===== src/rtl/siso_shift_ctrl.sv =====
// ---------------------------------------------------------------------------
// siso_shift_ctrl
//
// Sequencer that feeds a downstream N-deep serial-in/serial-out shift
// register. Parallel words arrive over a valid/ready handshake. Each word is
// serialized MSB-first onto shift_data, and shift_en strobes once per bit.
// Bits are paced by a programmable divider: one bit every div+1 clocks.
// A word tagged "last" is followed by DEPTH zero bits, which drain the final
// data out of the downstream register.
//
// Optional feature, compile-time macro SISO_CTRL_PARITY_EN:
//   When defined, an extra even-parity bit (XOR of the word) follows the WIDTH
//   data bits in state S_PAR, so each word costs WIDTH+1 strobes.
//   When undefined, the parity state and logic are absent.
//
// Ports:
//   clk         rising-edge clock
//   reset       asynchronous, active-low reset (0 = in reset)
//   div         bit period minus one, in clk cycles; sampled at word accept
//   in_valid    input word valid
//   in_ready    controller can accept a word (registered, low during reset)
//   in_data     parallel word, MSB shifted first
//   in_last     word closes a frame; a DEPTH-bit zero flush follows it
//   shift_en    one-cycle shift strobe to the downstream register
//   shift_data  serial bit for the downstream register, valid with shift_en
//   busy        high in every state except IDLE
//   done        one-cycle pulse, one cycle after a word's final strobe
//   frame_cnt   number of completed frames, wraps 255 -> 0
// ---------------------------------------------------------------------------
module siso_shift_ctrl #(
   parameter int WIDTH = 8,
   parameter int DEPTH = 8,
   parameter int DIV_W = 8
) (
   input  logic             clk,
   input  logic             reset,
   input  logic [DIV_W-1:0] div,
   input  logic             in_valid,
   output logic             in_ready,
   input  logic [WIDTH-1:0] in_data,
   input  logic             in_last,
   output logic             shift_en,
   output logic             shift_data,
   output logic             busy,
   output logic             done,
   output logic [7:0]       frame_cnt
);

   // The bit counter is shared by the data phase and the flush phase, so it
   // has to be wide enough for whichever of the two is longer.
   localparam int MAX_BITS = (WIDTH > DEPTH) ? WIDTH : DEPTH;
   localparam int BIT_W    = $clog2(MAX_BITS + 1);

   localparam logic [BIT_W-1:0] LAST_DATA_BIT  = BIT_W'(WIDTH - 1);
   localparam logic [BIT_W-1:0] LAST_FLUSH_BIT = BIT_W'(DEPTH - 1);

   typedef enum logic [2:0] {
      S_IDLE  = 3'd0,
      S_SHIFT = 3'd1,
`ifdef SISO_CTRL_PARITY_EN
      S_PAR   = 3'd2,
`endif
      S_FLUSH = 3'd3,
      S_DONE  = 3'd4
   } state_t;

   state_t           state_q,      state_d;
   logic [DIV_W-1:0] div_q,        div_d;
   logic [DIV_W-1:0] cnt_q,        cnt_d;
   logic [BIT_W-1:0] bit_cnt_q,    bit_cnt_d;
   logic [WIDTH-1:0] hold_q,       hold_d;
   logic             last_q,       last_d;
   logic             in_ready_q,   in_ready_d;
   logic             shift_en_q,   shift_en_d;
   logic             shift_data_q, shift_data_d;
   logic             done_q,       done_d;
   logic [7:0]       frame_cnt_q,  frame_cnt_d;
`ifdef SISO_CTRL_PARITY_EN
   logic             parity_q,     parity_d;
`endif

   logic             pacing;
   logic             tick;

   // Next-state and datapath logic. The divider only runs in the bit-emitting
   // states; a tick fires when the counter reaches the latched divisor and
   // the counter reloads to zero, so every state entry starts a fresh period.
   // Strobe and serial bit are registered so shift_en is a clean one-cycle
   // pulse aligned with its data bit.
   always_comb begin
      state_d      = state_q;
      div_d        = div_q;
      cnt_d        = cnt_q;
      bit_cnt_d    = bit_cnt_q;
      hold_d       = hold_q;
      last_d       = last_q;
      done_d       = 1'b0;
      frame_cnt_d  = frame_cnt_q;
      shift_data_d = 1'b0;
`ifdef SISO_CTRL_PARITY_EN
      parity_d     = parity_q;
`endif

      pacing = (state_q == S_SHIFT) || (state_q == S_FLUSH)
`ifdef SISO_CTRL_PARITY_EN
               || (state_q == S_PAR)
`endif
               ;
      tick       = pacing && (cnt_q == div_q);
      shift_en_d = tick;

      if (pacing) begin
         cnt_d = tick ? '0 : cnt_q + 1'b1;
      end

      case (state_q)
         S_IDLE: begin
            if (in_valid && in_ready_q) begin
               hold_d    = in_data;
               last_d    = in_last;
               div_d     = div;
               cnt_d     = '0;
               bit_cnt_d = '0;
`ifdef SISO_CTRL_PARITY_EN
               parity_d  = ^in_data;
`endif
               state_d   = S_SHIFT;
            end
         end

         S_SHIFT: begin
            if (tick) begin
               shift_data_d = hold_q[WIDTH-1];
               hold_d       = {hold_q[WIDTH-2:0], 1'b0};
               if (bit_cnt_q == LAST_DATA_BIT) begin
                  bit_cnt_d = '0;
`ifdef SISO_CTRL_PARITY_EN
                  state_d   = S_PAR;
`else
                  state_d   = last_q ? S_FLUSH : S_DONE;
`endif
               end else begin
                  bit_cnt_d = bit_cnt_q + 1'b1;
               end
            end
         end

`ifdef SISO_CTRL_PARITY_EN
         S_PAR: begin
            if (tick) begin
               shift_data_d = parity_q;
               state_d      = last_q ? S_FLUSH : S_DONE;
            end
         end
`endif

         S_FLUSH: begin
            // Zero bits push the final word through the downstream register.
            if (tick) begin
               shift_data_d = 1'b0;
               if (bit_cnt_q == LAST_FLUSH_BIT) begin
                  bit_cnt_d = '0;
                  state_d   = S_DONE;
               end else begin
                  bit_cnt_d = bit_cnt_q + 1'b1;
               end
            end
         end

         S_DONE: begin
            // done is registered here, so it appears one cycle after the
            // final strobe, coinciding with the return to IDLE.
            done_d = 1'b1;
            if (last_q) begin
               frame_cnt_d = frame_cnt_q + 8'd1;
            end
            state_d = S_IDLE;
         end

         default: begin
            state_d = S_IDLE;
         end
      endcase

      // in_ready is registered from the next state: it stays low while reset
      // is held and rises one clock after release, and it drops on the same
      // edge that accepts a word, so only one word is ever in flight.
      in_ready_d = (state_d == S_IDLE);
   end

   // State and datapath registers. Reset aborts any word or flush at once:
   // strobes stop immediately and no done or frame count is produced.
   always_ff @(posedge clk or negedge reset) begin
      if (!reset) begin
         state_q      <= S_IDLE;
         div_q        <= '0;
         cnt_q        <= '0;
         bit_cnt_q    <= '0;
         hold_q       <= '0;
         last_q       <= 1'b0;
         in_ready_q   <= 1'b0;
         shift_en_q   <= 1'b0;
         shift_data_q <= 1'b0;
         done_q       <= 1'b0;
         frame_cnt_q  <= 8'd0;
      end else begin
         state_q      <= state_d;
         div_q        <= div_d;
         cnt_q        <= cnt_d;
         bit_cnt_q    <= bit_cnt_d;
         hold_q       <= hold_d;
         last_q       <= last_d;
         in_ready_q   <= in_ready_d;
         shift_en_q   <= shift_en_d;
         shift_data_q <= shift_data_d;
         done_q       <= done_d;
         frame_cnt_q  <= frame_cnt_d;
      end
   end

`ifdef SISO_CTRL_PARITY_EN
   // Parity of the accepted word, emitted after its data bits.
   always_ff @(posedge clk or negedge reset) begin
      if (!reset) begin
         parity_q <= 1'b0;
      end else begin
         parity_q <= parity_d;
      end
   end
`endif

   assign in_ready   = in_ready_q;
   assign shift_en   = shift_en_q;
   assign shift_data = shift_data_q;
   assign busy       = (state_q != S_IDLE);
   assign done       = done_q;
   assign frame_cnt  = frame_cnt_q;

endmodule


===== config.mk =====
export PLATFORM = sky130hd
export DESIGN_NAME = siso_shift_ctrl
export DESIGN_NICKNAME = d
export VERILOG_FILES = /design/src/rtl/siso_shift_ctrl.sv
export SDC_FILE = /design/constraint.sdc
export NUM_CORES = 1
export LEC_CHECK = 0
export CAP_MARGIN = 20
export CORE_MARGIN = 2
export CORE_UTILIZATION = 30
export CTS_CLUSTER_DIAMETER = 60
export DETAILED_ROUTE_END_ITERATION = 8
export GPL_TIMING_DRIVEN = 0
export SYNTH_ARGS = -nofsm -noshare
export SYNTH_HDL_FRONTEND = slang
export SYNTH_SLANG_ARGS = --single-unit

===== constraint.sdc =====
create_clock -name clk -period 1.7 [get_ports clk]
set_input_delay 0.34 -clock clk [delete_from_list [all_inputs] [get_ports clk]]
set_output_delay 0.34 -clock clk [all_outputs]
set_load 0.02 [all_outputs]

==> impl_metrics.yaml <==
status:
  outcome: "finished, final reports clean"
clock_network:
  clock_path_buffers: 2
  clk_pin_slew_ns: 0.09
  numClockSinks: 44
  cts_htree_levels: 2
  root_buffer: "clkbuf_8"
  cts_tree: "done"
  cts_buffers: 5
  clock_latency_ns: 0.31
yosys:
  synth-async-reset-ratio_pct: 100
  synth_flop_cell: "dfrtp_1"
  synth_warnings: 0
  synth_nets: 216
  syn_inst: 193
  synth_largest_area_cell: "dfrtp_1"
  synth.cell_area_sq_um: 2050
  synth_seq_cells: 44
  avgSynthCellArea_sq_um: 10.6
  yosysTopAreaCellShare_pct: 53.6
  ys_seq_area_share_pct: 53.6
  ys_types: 35
  synthTopCellsByArea: "dfrtp_1 (54%), nand2_1 (6.9%), xnor2_1 (6.0%)"
  synth_enable_flop_cells: 0
worst_hold_path:
  hp-class: "in2async"
worst_setup_path:
  worst_setup_path_start_kind: "flip-flop"
  cp.required_ns: 1.90
  critPathCaptureType: "flip-flop"
  critPathKind: "reg2reg"
  reg2reg_setup_slack_ns: 0.009
  rr_worst_depth: 5
  crit_path_max_fanout: 9
  worstReg2RegEnd: "hold_q[6]$_DFFE_PN0P_"
  reg2reg_from: "div_q[2]$_DFFE_PN0P_"
  crit_arrival_ns: 1.89
final_layout:
  drive_gt1_share_pct: 21.6
  mostFrequentLayoutCell: "nand2_1"
  fin_area_sq_um: 2820
  n_fill_cell: 653
  diodes: 0
  synthToLayoutAreaGrowth_pct: 37.5
  nets: 267
  most-common-layout-cells: "nand2_1 (38), dfrtp_1 (37), clkdlybuf4s50_1 (25), buf_4 (14), nand2b_1 (9)"
sta:
  slew_violations: 0
  slew_headroom_pct: 75.3
  tightestPinTransition_ns: 0.370
  finalSetupViolCount: 0
  worst_clock_skew_ns: 0.00752
  rsz0062_at_grt: "yes"
  period_needed_ns: 1.69
  finalHoldViolCount: 0
  fmax_ghz: 0.592
  period_share_pct: 99.4
route:
  wl_um: 4320
  post-route-drc-count: 0
  dr.pass1.iters: 5
  ant_nets: 0
  drt-initial-drc-count: 54
  routedWlPerCell_um: 13.3
  vias: 1555
  avgViaCountPerCell: 4.78
floorplanning:
  die_width_um: 86.8
  die_h_um: 86.8
  core.rowCount: 30
  core_area_sq_um: 6720
  ioPinCount: 33
  initial_core_util_pct: 30.6
  dieArea_sq_um: 7530
global_route:
  track_usage_pct: 12.2
  grt_max_degree: 32
  first_global_vias: 1448
  antenna_found_initial: 0
  grt_pass1_wl_um: 6950
  overflow: 0
placed_design:
  gp_congestion: 0.780
  postPlaceCellArea_sq_um: 2490
  port_buffers: 32
  place_hpwl_um: 2910
power:
  p_total_mw: 3.37
  vdd_drop_max_mv: 0.629
  leakage_nw: 1.29
  powerDensity_nw_per_um2: 1190
run:
  cap_viol_max_count: 0
-- synthesized netlist by cell type (4+ instances only) --
library cell  number
nand2_1           38
nand2b_1          10
clkbuf_1           4
nor2_1             5
mux2i_1            5
nand3_1            4
and3_1             4
nand4_1            7
o221a_1            7
xnor2_1           14
nor3_1             8
xor2_1             7
dfrtp_1           44
-- cells by family (layout without fill, tap and decap cells) --
group                    Yosys count  in the layout  synth area share, %
AND/OR/NAND/NOR                   92             92                 23.1
AO/OA/AOI/OAI                     15             15                 6.76
XOR/XNOR                          21             21                 8.95
buffers and inverters             12             64                 2.74
multiplexers                       6              6                 2.98
adder cells (fa/ha/maj)            3              3                 1.83
flip-flops                        44             44                 53.6
-- through the flow --
step / setup TNS, ns / std cells / utilization (%) / hold WS [ns] / setup WS, ns
final: 0 / 325 / 42.0 / 0.459 / 0.00949
after CTS: -0.206 / 317 / 40.3 / 0.470 / -0.0335
after global placement: -44.77 / 305 / 36.8 / 0.461 / -0.931
after global routing: -0.307 / 325 / 42.0 / 0.485 / -0.0494
after floorplan: 0 / 193 / - / 0.0444 / 0.0372
after detailed placement: -4.80 / 306 / 37.1 / 0.262 / -0.295
-- flip-flops by register name, indices dropped and copies added, names as in the netlist --
signal / count
cnt_q: 8
shift_en: 1
hold_q: 8
frame_cnt: 8
done: 1
state_q: 3
shift_data: 1
in_ready: 1
last_q: 1
div_q: 8
bit_cnt_q: 4
-- worst max path at each step --
stage                                     from                       end  slack [ns]  cells after the start
after floorplan             cnt_q[2]$_DFF_PN0_  bit_cnt_q[2]$_DFFE_PN0P_        0.04                      5
after global placement                   reset      div_q[0]$_DFFE_PN0P_       -0.93                      1
after detailed placement  state_q[2]$_DFF_PN0_        in_ready$_DFF_PN0_       -0.30                      6
after CTS                 state_q[2]$_DFF_PN0_                      busy       -0.03                      3
after global routing      div_q[1]$_DFFE_PN0P_     hold_q[7]$_DFFE_PN0P_       -0.05                      5
final                     div_q[2]$_DFFE_PN0P_     hold_q[6]$_DFFE_PN0P_       0.009                      5
-- critical path, cell delays in order, from the launching register on --
cell and delay, ns:
dfrtp_1 0.41, xnor2_2 0.22, nand4_4 0.17, or3_1 0.39
buf_6 0.15, o221a_1 0.24
-- where the power goes --
group | internal (mW) | leakage [nW] | switching, mW
logic | 0.569 | 0.673 | 0.437
clock network | 0.481 | 0.0614 | 0.381
registers | 1.29 | 0.554 | 0.215
-- layer usage --
layer,routed length (um),track usage [%],up-vias
li1,-,-,770
met1,2070,16.0,747
met2,2010,18.8,32
met3,158,3.24,6
met4,80,5.54,0
met5,0,0,-
-- final cells by class --
class	count	area, sq um	share of cell area (%)
Multi-Input combinational cell	137	995	35.2
Inverter	4	20.0	0.709
Buffer	6	46.3	1.64
Sequential cell	44	1110	39.3
Tap cell	80	100	3.54
Clock buffer	6	82.6	2.92
Clock inverter	2	38.8	1.37
Timing Repair Buffer	46	432	15.3
-- repair_timing --
action                                  4_1_cts  5_1_grt
hold buffers                                  1        0
gates resized for setup                      18       19
endpoints found under the setup margin       33       34
buffers inserted                              4        8
endpoints found under the hold margin        13        0
pin swaps                                     6        7
(Power assumes the default switching activity.)
==> RTL change: new RTL, config.mk and constraints unchanged <==
Build with the macro `SISO_CTRL_PARITY_EN` defined.
--- a/src/rtl/siso_shift_ctrl.sv
+++ b/src/rtl/siso_shift_ctrl.sv
@@ -27,6 +27,8 @@
 //   done        one-cycle pulse, one cycle after a word's final strobe
 //   frame_cnt   number of completed frames, wraps 255 -> 0
 // ---------------------------------------------------------------------------
+`define SISO_CTRL_PARITY_EN
+
 module siso_shift_ctrl #(
    parameter int WIDTH = 8,
    parameter int DEPTH = 8,
Behaviour: same outputs for any inputs over 10 cycles, from zero or initial values and one cycle with reset low; that may be too few to reach the edited logic, so the function may still have changed.
==> RTL change against the unedited design <==
The run now ends with setup timing left. Total power is 7.1% higher. Sequential cell count rose by 1. Area after synthesis increased by 8.5%. Fmax is 9.7% lower. Count of clock-buffer cells in the layout did not move. Utilization down 0.70 points. First-iteration DRC count is 48% higher. Via count rose by 8.2%. Wire length grew 7.8%. Setup slack lost 0.18 ns. Design area increased by 5.6%. Critical endpoint is now hold_q[4]. Largest cell class unchanged. Largest power group unchanged.
==> RTL change: results (changes against the unedited design) <==
* Fill count at 732 (+12%)
* 1st-pass router iterations at 6 (+1)
* Vias at 1683 (+8.2%)
* CP max FO at 8 (-1)
* Fraction of layout cells with a size suffix above 1 at 0.219 (+0.00254)
* WL final at 4650 um (+7.8%)
* DR iter-0 viols at 80 (+48%)
* CP startpoint: div_q[5]
* Final instance area at 2980 sq um (+5.6%)
* Hold_ws at 0.0204 ns (-0.439 ns)
* #MultiIn Comb at 158 (+15%)
* Mean Syn Cell Area at 10.4 sq um (-2.2%)
* Outcome: finished, violations left
* Failing checks: setup timing
* LEAKAGE at 1.31 nW (+1.9%)
* Hpwl dp at 3270 um (+12%)
* Post-DP Area at 2700 sq um (+8.2%)
* Inverter count at 3 (-1)
* Area of the multi-input gates at 1110 sq um (+12%)
* PnR worst setup slack at -0.173 ns (-0.182 ns)
* Final setup fails at 16 (+16)
* Global-route wire length before repair at 7750 um (+12%)
* Post-synthesis register bit count at 45 (+2.3%)
* Syn Std Cell Area at 2230 sq um (+8.5%)
* Placed cells at 346 (+13%)
* Skew final at 0.0132 ns (+0.00570 ns)
* Arr. time, crit path at 2.07 ns (+0.18 ns)
* Mapped Nets at 237 (+9.7%)
* Crit path to: hold_q[4]
* RD Place Congestion at 0.837 (+7.3%)
RTL change: power breakdown:
part	total, mW	switching, mW	internal, mW
registers	1.59	0.248	1.34
logic	1.21	0.578	0.630
clock network	0.813	0.372	0.442
total	3.61	1.20	2.41
RTL change: cell families (layout without fill, tap and decap cells):
logic type | Yosys count | count (layout) | share of synthesized area
compound gates | 25 | 25 | 0.0949
xor+xnor | 28 | 28 | 0.110
flops | 45 | 45 | 0.505
fa+ha+maj | 3 | 3 | 0.0168
mux | 1 | 1 | 0.00505
simple gates | 101 | 101 | 0.239
buf+inv | 11 | 62 | 0.0292
RTL change: routing by layer:
metal  wire, um  global-route usage  vias to the layer above
li1           -                   -                      833
met1       2150               0.155                      811
met2       2230               0.189                       32
met3        188              0.0260                        7
met4         84              0.0385                        0
met5          0                   0                        -
RTL change: timing repair:
action | 4_1_cts | 5_1_grt
setup buffers | 9 | 1
endpoints found under the setup margin | 39 | 31
pin swaps | 7 | 5
gates resized for setup | 23 | 13
